--- src/rtl/conv_reader.sv ---
// conv_reader: sequential 2x2 valid-mode 3x3 convolution of a snapshotted 4x4 image, one MAC per cycle, results over valid/ready.
module conv_reader #(
   parameter int DW = 8,
   parameter int AW = 20
) (
   input  logic             clk,
   input  logic             rst,
   input  logic             start,
   input  logic [16*DW-1:0] in_flat,
   input  logic [9*DW-1:0]  filt_flat,
   output logic             busy,
   output logic             out_valid,
   input  logic             out_ready,
   output logic [AW-1:0]    out_data,
   output logic [1:0]       out_idx,
   output logic             done
);
   typedef enum logic [2:0] {IDLE, LOAD, MAC, EMIT, DONE} state_t;
   state_t state_q, state_d;
   logic [16*DW-1:0] in_q, in_d;
   logic [9*DW-1:0] filt_q, filt_d;
   logic [AW-1:0] acc_q, acc_d, out_data_q, out_data_d;
   logic [3:0] tap_q, tap_d;
   logic [1:0] pos_q, pos_d, out_idx_q, out_idx_d;
   logic [1:0] ti, tj;
   logic [3:0] pidx;
   logic [DW-1:0] pix, flt;
   logic [2*DW-1:0] prod;
   logic [AW-1:0] sum;
   always_comb begin
      ti = 2'(tap_q / 4'd3);
      tj = 2'(tap_q % 4'd3);
      pidx = {ti + {1'b0, pos_q[1]}, 2'b00} + {2'b00, tj + {1'b0, pos_q[0]}};
      pix = in_q[DW*pidx +: DW];
      flt = filt_q[DW*tap_q +: DW];
      prod = pix * flt;
      sum = acc_q + AW'(prod);
   end
   always_comb begin
      state_d = state_q;
      in_d = in_q;
      filt_d = filt_q;
      acc_d = acc_q;
      tap_d = tap_q;
      pos_d = pos_q;
      out_data_d = out_data_q;
      out_idx_d = out_idx_q;
      case (state_q)
         IDLE: state_d = start ? LOAD : IDLE;
         LOAD: begin
            in_d = in_flat;
            filt_d = filt_flat;
            acc_d = '0;
            tap_d = '0;
            pos_d = '0;
            state_d = MAC;
         end
         MAC: begin
            acc_d = sum;
            tap_d = tap_q + 4'd1;
            if (tap_q == 4'd8) begin
               out_data_d = sum;
               out_idx_d = pos_q;
               state_d = EMIT;
            end
         end
         EMIT: if (out_ready) begin
            acc_d = '0;
            tap_d = '0;
            pos_d = pos_q + 2'd1;
            state_d = (pos_q == 2'd3) ? DONE : MAC;
         end
         DONE: state_d = IDLE;
         default: state_d = IDLE;
      endcase
   end
   always_ff @(posedge clk) begin
      if (rst) begin
         state_q <= IDLE;
         in_q <= '0;
         filt_q <= '0;
         acc_q <= '0;
         tap_q <= '0;
         pos_q <= '0;
         out_data_q <= '0;
         out_idx_q <= '0;
      end else begin
         state_q <= state_d;
         in_q <= in_d;
         filt_q <= filt_d;
         acc_q <= acc_d;
         tap_q <= tap_d;
         pos_q <= pos_d;
         out_data_q <= out_data_d;
         out_idx_q <= out_idx_d;
      end
   end
   assign busy = state_q != IDLE;
   assign out_valid = state_q == EMIT;
   assign done = state_q == DONE;
   assign out_data = out_data_q;
   assign out_idx = out_idx_q;
endmodule

--- config.mk ---
export PLATFORM = sky130hd
export DESIGN_NAME = conv_reader
export DESIGN_NICKNAME = d
export VERILOG_FILES = /design/src/rtl/conv_reader.sv
export SDC_FILE = /design/constraint.sdc
export NUM_CORES = 1
export LEC_CHECK = 0
export ABC_AREA = 1
export CAP_MARGIN = 5
export CORE_MARGIN = 4
export CORE_UTILIZATION = 47
export CTS_BUF_LIST = sky130_fd_sc_hd__clkbuf_8 sky130_fd_sc_hd__clkbuf_16
export DETAILED_ROUTE_END_ITERATION = 10
export GPL_TIMING_DRIVEN = 0
export PLACE_DENSITY = 0.72
export SLEW_MARGIN = 20
export SYNTH_ARGS = -nofsm -noshare
export SYNTH_HDL_FRONTEND = slang
export SYNTH_SLANG_ARGS = --single-unit
--- constraint.sdc ---
create_clock -name clk -period 13.23 [get_ports clk]
set_input_delay 3.969 -clock clk [delete_from_list [all_inputs] [get_ports clk]]
set_output_delay 3.969 -clock clk [all_outputs]
set_load 0.02 [all_outputs]
* Word-level counts from Yosys, hierarchy flattened
Index checks and enable logic that the tools add are counted.
Storage, ports and cells: register bits after elaboration 251, bits of input ports 204, output and inout bits 25
Operators by class: $add $sub $neg 6, multiply operators 1, div/mod/pow operators 2, eq/ne operators 8, shifts and indexed selects 2, muxes and demuxes 11, reduce and logical (&&, ||, !) cells 8
Operators with widths (number):
- $shiftx A128 B8 Y8 | 1
- $shiftx A72 B8 Y8 | 1
- $pmux W20 S3 | 1
- $add A20 B16 Y20 | 1
- $mux W20 | 1
- $mul A8 B8 Y16 | 1
- $pmux W3 S4 | 1
- $pmux W4 S3 | 1
- $mux W3 | 3
- $reduce_and A2 Y1 | 4
- $eq A3 B2 Y1 const B | 2
- $reduce_bool A3 Y1 | 2
- $add A2 B1 Y2 | 2
- $add A4 B1 Y4 const B | 1
- $add A4 B2 Y4 | 1
- $div A4 B2 Y4 const B | 1
- $eq A4 B4 Y1 const B | 1
- $mod A4 B2 Y4 const B | 1
- $mux W4 | 1
- $pmux W2 S2 | 1
- $eq A3 B1 Y1 const B | 1
- $eq A3 B3 Y1 const B | 1
- $logic_not A3 Y1 | 1
- $add A2 B1 Y2 const B | 1
- other kinds (6) | 6

* Logic depth before layout (Yosys ltp)
depth after elaboration 7, depth in mapped cells 45, gate-level depth less buffers 44

* Least setup slack after synthesis
Ideal clock, no wire load.
path type reg-to-reg, from register tap_q[3], to register out_data_q[18], in the netlist out_data[18], data arrival time 6.974 ns, setup slack 6.143 ns, stages on the path, launching flop included 42, buffers on the path 2, cells stage by stage dfxtp_1 > inv_2 > nand2_1 > clkinv_1 > ha_1 > inv_1 > ha_1 > nand2_4 > nand2_1 > nand2_2 > ha_1 > inv_1 > nand3_4 > xor2_1 > inv_1 > ha_1 > clkbuf_1 > clkbuf_1 > [6 not listed] > nand2_1 > fa_1 > fa_1 > inv_1 > fa_1 > inv_1 > fa_1 > inv_1 > ha_1 > nand2_1 > nor3_1 > a21oi_1 > o21ai_0 > nand2_1 > nand3_1 > nand2_1 > o21ai_1 > inv_1
On the way: word-level cells in the longest chain between the ends 6, elaborated cells on any way between the ends 11, classes of those cells add/sub (4); mul (1); div (2); eq/ne (1); shift (2); reduce/logical (1)
Ends and longest elaborated chain:
- start: declaration | RTL line 23 | logic [3:0] tap_q, tap_d;
- start signal: assignment | RTL line 92 | tap_q <= tap_d;
- $mod A4 B2 Y4 or $div A4 B2 Y4 (tied branches) | RTL line 32, 31
- $add A2 B1 Y2 | RTL line 33 | pidx = {ti + {1'b0, pos_q[1]}, 2'b00} + {2'b00, tj + {1'b0, pos_q[0]}};
- $add A4 B2 Y4 | RTL line 33
- $shiftx A128 B8 Y8 | RTL line 34 | pix = in_q[DW*pidx +: DW];
- $mul A8 B8 Y16 | RTL line 36 | prod = pix * flt;
- $add A20 B16 Y20 | RTL line 37 | sum = acc_q + AW'(prod);
- end signal: assignment | RTL line 94 | out_data_q <= out_data_d;
- end: declaration | RTL line 22 | logic [AW-1:0] acc_q, acc_d, out_data_q, out_data_d;
Parallel ways exist; a longest one is shown, timed or not. A chain may end at the register's enable or synchronous reset.

* Worst setup path in the final report
from register tap_q[3], to register acc_q[18]
On the way: word-level cells in the longest chain between the ends 7, elaborated cells on any way between the ends 10, classes of those cells add/sub (4); mul (1); div (2); shift (2); mux (1)
Ends and longest elaborated chain:
- $mod A4 B2 Y4 or $div A4 B2 Y4 (tied branches) | RTL line 32, 31
- $add A2 B1 Y2 | RTL line 33
- $add A4 B2 Y4 | RTL line 33
- $shiftx A128 B8 Y8 | RTL line 34
- $mul A8 B8 Y16 (*) | RTL line 36
- $add A20 B16 Y20 (*) | RTL line 37
- $pmux W20 S3 (*) | RTL line 48 | case (state_q)
- end signal: assignment | RTL line 82 | acc_q <= '0;
- end signal: assignment | RTL line 91 | acc_q <= acc_d;
- end: declaration | RTL line 22
Mark *: on every way between the ends. The rest lies on a longest branch, timed or not.

==> summary.md <==
| Metric | Value |
|---|---|
| Status | `completed` |
| Crit path max-delay family | `adder cells` |
| Metal3 WL | `3216 µm` |
| Gpl congestion | `0.9433` |
| Mapped Cells | `1,967` |
| Max incr delay on CP | `0.59 ns` |
| Post-synthesis register bit count | `251` |
| Via Count | `14,282` |
| CP startpoint kind | `flop` |
| Ys Warns | `0` |
| Peak supply drop | `0.1024 mV` |
| DRC violations left | `0` |
| Slew @ Worst Pin | `1.031 ns` |
| Post-detail-place hpwl | `38,700 µm` |
| RR Startpoint | `tap_q[3]$_SDFFE_PP0P_` |
| Skew-Pair Late Insertion Delay | `0.55 ns` |
| Reg area | `5025 µm²` |
| Register area share after synthesis | `35.89%` |
| Worst reg2reg path endpoint | `acc_q[18]$_SDFFE_PP0P_` |
| Crit-path most repeated cell | `nand2_1` |
| Crit path depth | `42` |
| P per Cell Area | `145.0 nW/µm²` |
| Area leader, netlist | `dfxtp_1` |
| CTS Sinks | `251` |
| Initial core utilization | `48.25%` |
| Core Area | `29,010 µm²` |
| P_leak | `7.066 nW` |
| Die ar. | `32,610 µm²` |
| Max Clock Skew | `0.01325 ns` |
| Final wirelength | `49,010 µm` |
| Syn avg cell area | `7.117 µm²` |
| Crit path from | `tap_q[3]$_SDFFE_PP0P_` |
| Standard-cell rows | `62` |
| H-tree depth | `1` |
| DR top layer | `met4` |
| Ports | `229` |
| Total power draw | `2.577 mW` |
| WL/cell | `18.65 µm` |
| Initial antenna violation count | `0` |
| CTS resizes | `0` |
| Detailed Route Iter0 Violations | `994` |
| Final period util | `67.56%` |
| Buffers on Ports | `227` |
| Worst r2r path cells | `42` |
| Achievable Freq | `111.9 MHz` |
| Total congestion overflow | `0` |
| Antenna viol nets, final | `0` |
| Multi-input gate area | `7492 µm²` |
| Crit path buf inv count | `10` |
| GRT Total Usage | `29.11%` |
| Ranking of synthesized cells by area | `dfxtp_1 (36%), nand2_1 (10%), a21oi_1 (9.9%)` |
| Worst Setup EP | `acc_q[18]$_SDFFE_PP0P_` |
| Setup tns final | `0 ns` |
| Via/cell ratio | `5.435` |
| Antenna Cells | `0` |
| First-pass GRT wire length | `76,130 µm` |
| Fin Hold WS | `0.4482 ns` |
| Critical path's slowest cell | `clkbuf_1` |
| Post-Syn Area | `14,000 µm²` |
| Post-CTS Setup Inserts | `0` |
| Worst-path fanout max | `10` |
| Critical path class | `flop to flop` |
| CTS tree | `done` |
| Wl on met1 | `21,040 µm` |
| Hold Path Class | `flop to flop` |
| WL met2 | `22,960 µm` |
| 1st-pass router iterations | `6` |
| Clk pin slew, worst setup/hold paths | `0.06 ns` |
| Clock Tree Buf Depth | `3` |
| Hold Vio Cnt, Final | `0` |
| Nets | `2,527` |
| RSZ-0062 raised after global routing | `no` |
| Syn nets | `2,271` |
| Die height | `180.6 µm` |
| Slew Viols, Final | `0` |
| Via count of the first global-routing pass | `14,156` |
| Post-CTS Hold Fix Bufs | `0` |
| Flop-to-flop setup slack | `4.29 ns` |
| Layout cells sized above 1 | `4.144%` |
| Final Critical Period | `8.938 ns` |
| Critical Path AT | `9.40 ns` |
| CP Capture Type | `flop` |
| Chip width | `180.6 µm` |
| Total of max-cap violations | `0` |
| CTS Buf Count | `27` |
| Share of the synthesized area in the top cell type | `35.89%` |
| Synth unique cells | `41` |
| Layout area overhead | `26.94%` |
| Rel. slew slack | `31.25%` |
| Setup-failing EPs final | `0` |
| Critical Path RT | `13.69 ns` |
| Clk root buf | `clkbuf_16` |
| FILL cells | `2,726` |
| Largest net degree at the start of global routing | `15` |
-- report_power, final --
| part | leakage (nW) | switching [mW] | total [mW] | internal, mW |
|---|---|---|---|---|
| Clock | 0.516 | 0.318 | 0.862 | 0.544 |
| Sequential | 2.05 | 0.0415 | 0.899 | 0.858 |
| Combinational | 4.50 | 0.562 | 0.817 | 0.255 |
| Total | 7.07 | 0.921 | 2.58 | 1.66 |
-- cells in the final DEF, fill, tap and decap left out, drive strengths merged, types with 2 or more instances in the layout --
master           n
nand2          393
a31o             7
bufinv           8
nand3          204
inv            267
nor3             8
clkbuf         145
a21oi          277
xor2             9
o31ai            7
o21bai           3
dfxtp          251
clkinvlp         2
a31oi            2
o21ai          220
ha              50
a211oi           3
clkinv           5
o211ai           3
nor2            81
fa              50
buf              9
clkdlybuf4s50  227
xnor2            4
-- kinds of logic after synthesis --
| family | after synthesis | synth area share [%] |
|---|---|---|
| simple gates | 690 | 21.59 |
| flops | 251 | 35.89 |
| buf+inv | 386 | 10.59 |
| xor+xnor | 13 | 0.8669 |
| fa+ha+maj | 100 | 11.62 |
| compound gates | 527 | 19.44 |
-- worst min-delay path, stage by stage (launching register included) --
cell     delay, ns
dfxtp_1       0.29
inv_1         0.05
a21oi_1       0.05
-- Yosys cell counts, drive strengths merged --
cell,instances
dfxtp,251
a31o,7
and2,1
inv,260
o211a,1
a21oi,277
o211ai,3
a31oi,2
o21ai,220
o31ai,7
o21a,1
a211oi,3
buf,9
nor2,81
nand3b,1
clkbuf,115
clkinv,2
xnor2,4
o22ai,1
nand3,204
o21bai,3
nor3b,1
fa,50
a311oi,1
nor3,8
xor2,9
a21o,1
ha,50
nand2,393
nand4,1
-- flip-flops by register name, summed over array words and instances, names as in the netlist --
name / cells
tap_q: 4
filt_q: 72
acc_q: 20
out_data: 20
in_q: 128
state_q: 3
pos_q: 2
out_idx: 2
-- stage by stage --
step                worst slack [ns]  std cells  utilization [%]  area [µm²]
global route                   3.565       2628            61.25       17770
finish                         4.292       2628            61.25       17770
global placement               4.599       2578            57.74       16750
detailed placement             4.440       2578            57.74       16750
floorplan                      6.143       1967                -       14000
CTS                            4.367       2628            61.25       17770
-- cell type report --
type	count	share of cell area [%]
Clock buffer	30	4.034
Inverter	262	5.534
Clock inverter	20	1.697
Sequential cell	251	28.28
Tap cell	384	2.704
Multi-Input combinational cell	1330	42.16
Timing Repair Buffer	227	12.79
Buffer	124	2.809
-- worst min-delay path by stage --
stage,startpoint,endpoint,depth (start not counted)
6_report,in_q[69]$_SDFFE_PP0P_,in_q[69]$_SDFFE_PP0P_,2
3_3_place_gp,in_q[17]$_SDFFE_PP0P_,in_q[17]$_SDFFE_PP0P_,2
3_5_place_dp,in_q[70]$_SDFFE_PP0P_,in_q[70]$_SDFFE_PP0P_,2
4_1_cts,in_q[70]$_SDFFE_PP0P_,in_q[70]$_SDFFE_PP0P_,2
2_1_floorplan,filt_q[11]$_SDFFE_PP0P_,filt_q[11]$_SDFFE_PP0P_,2
5_1_grt,filt_q[43]$_SDFFE_PP0P_,filt_q[43]$_SDFFE_PP0P_,2
-- layer usage --
| metal | GRT usage (%) | vias to the layer above |
|---|---|---|
| li1 | - | 6913 |
| met1 | 38.86 | 6758 |
| met2 | 49.26 | 516 |
| met3 | 3.331 | 95 |
| met4 | 9.921 | 0 |
| met5 | 0 | - |
(Power assumes the default switching activity.)
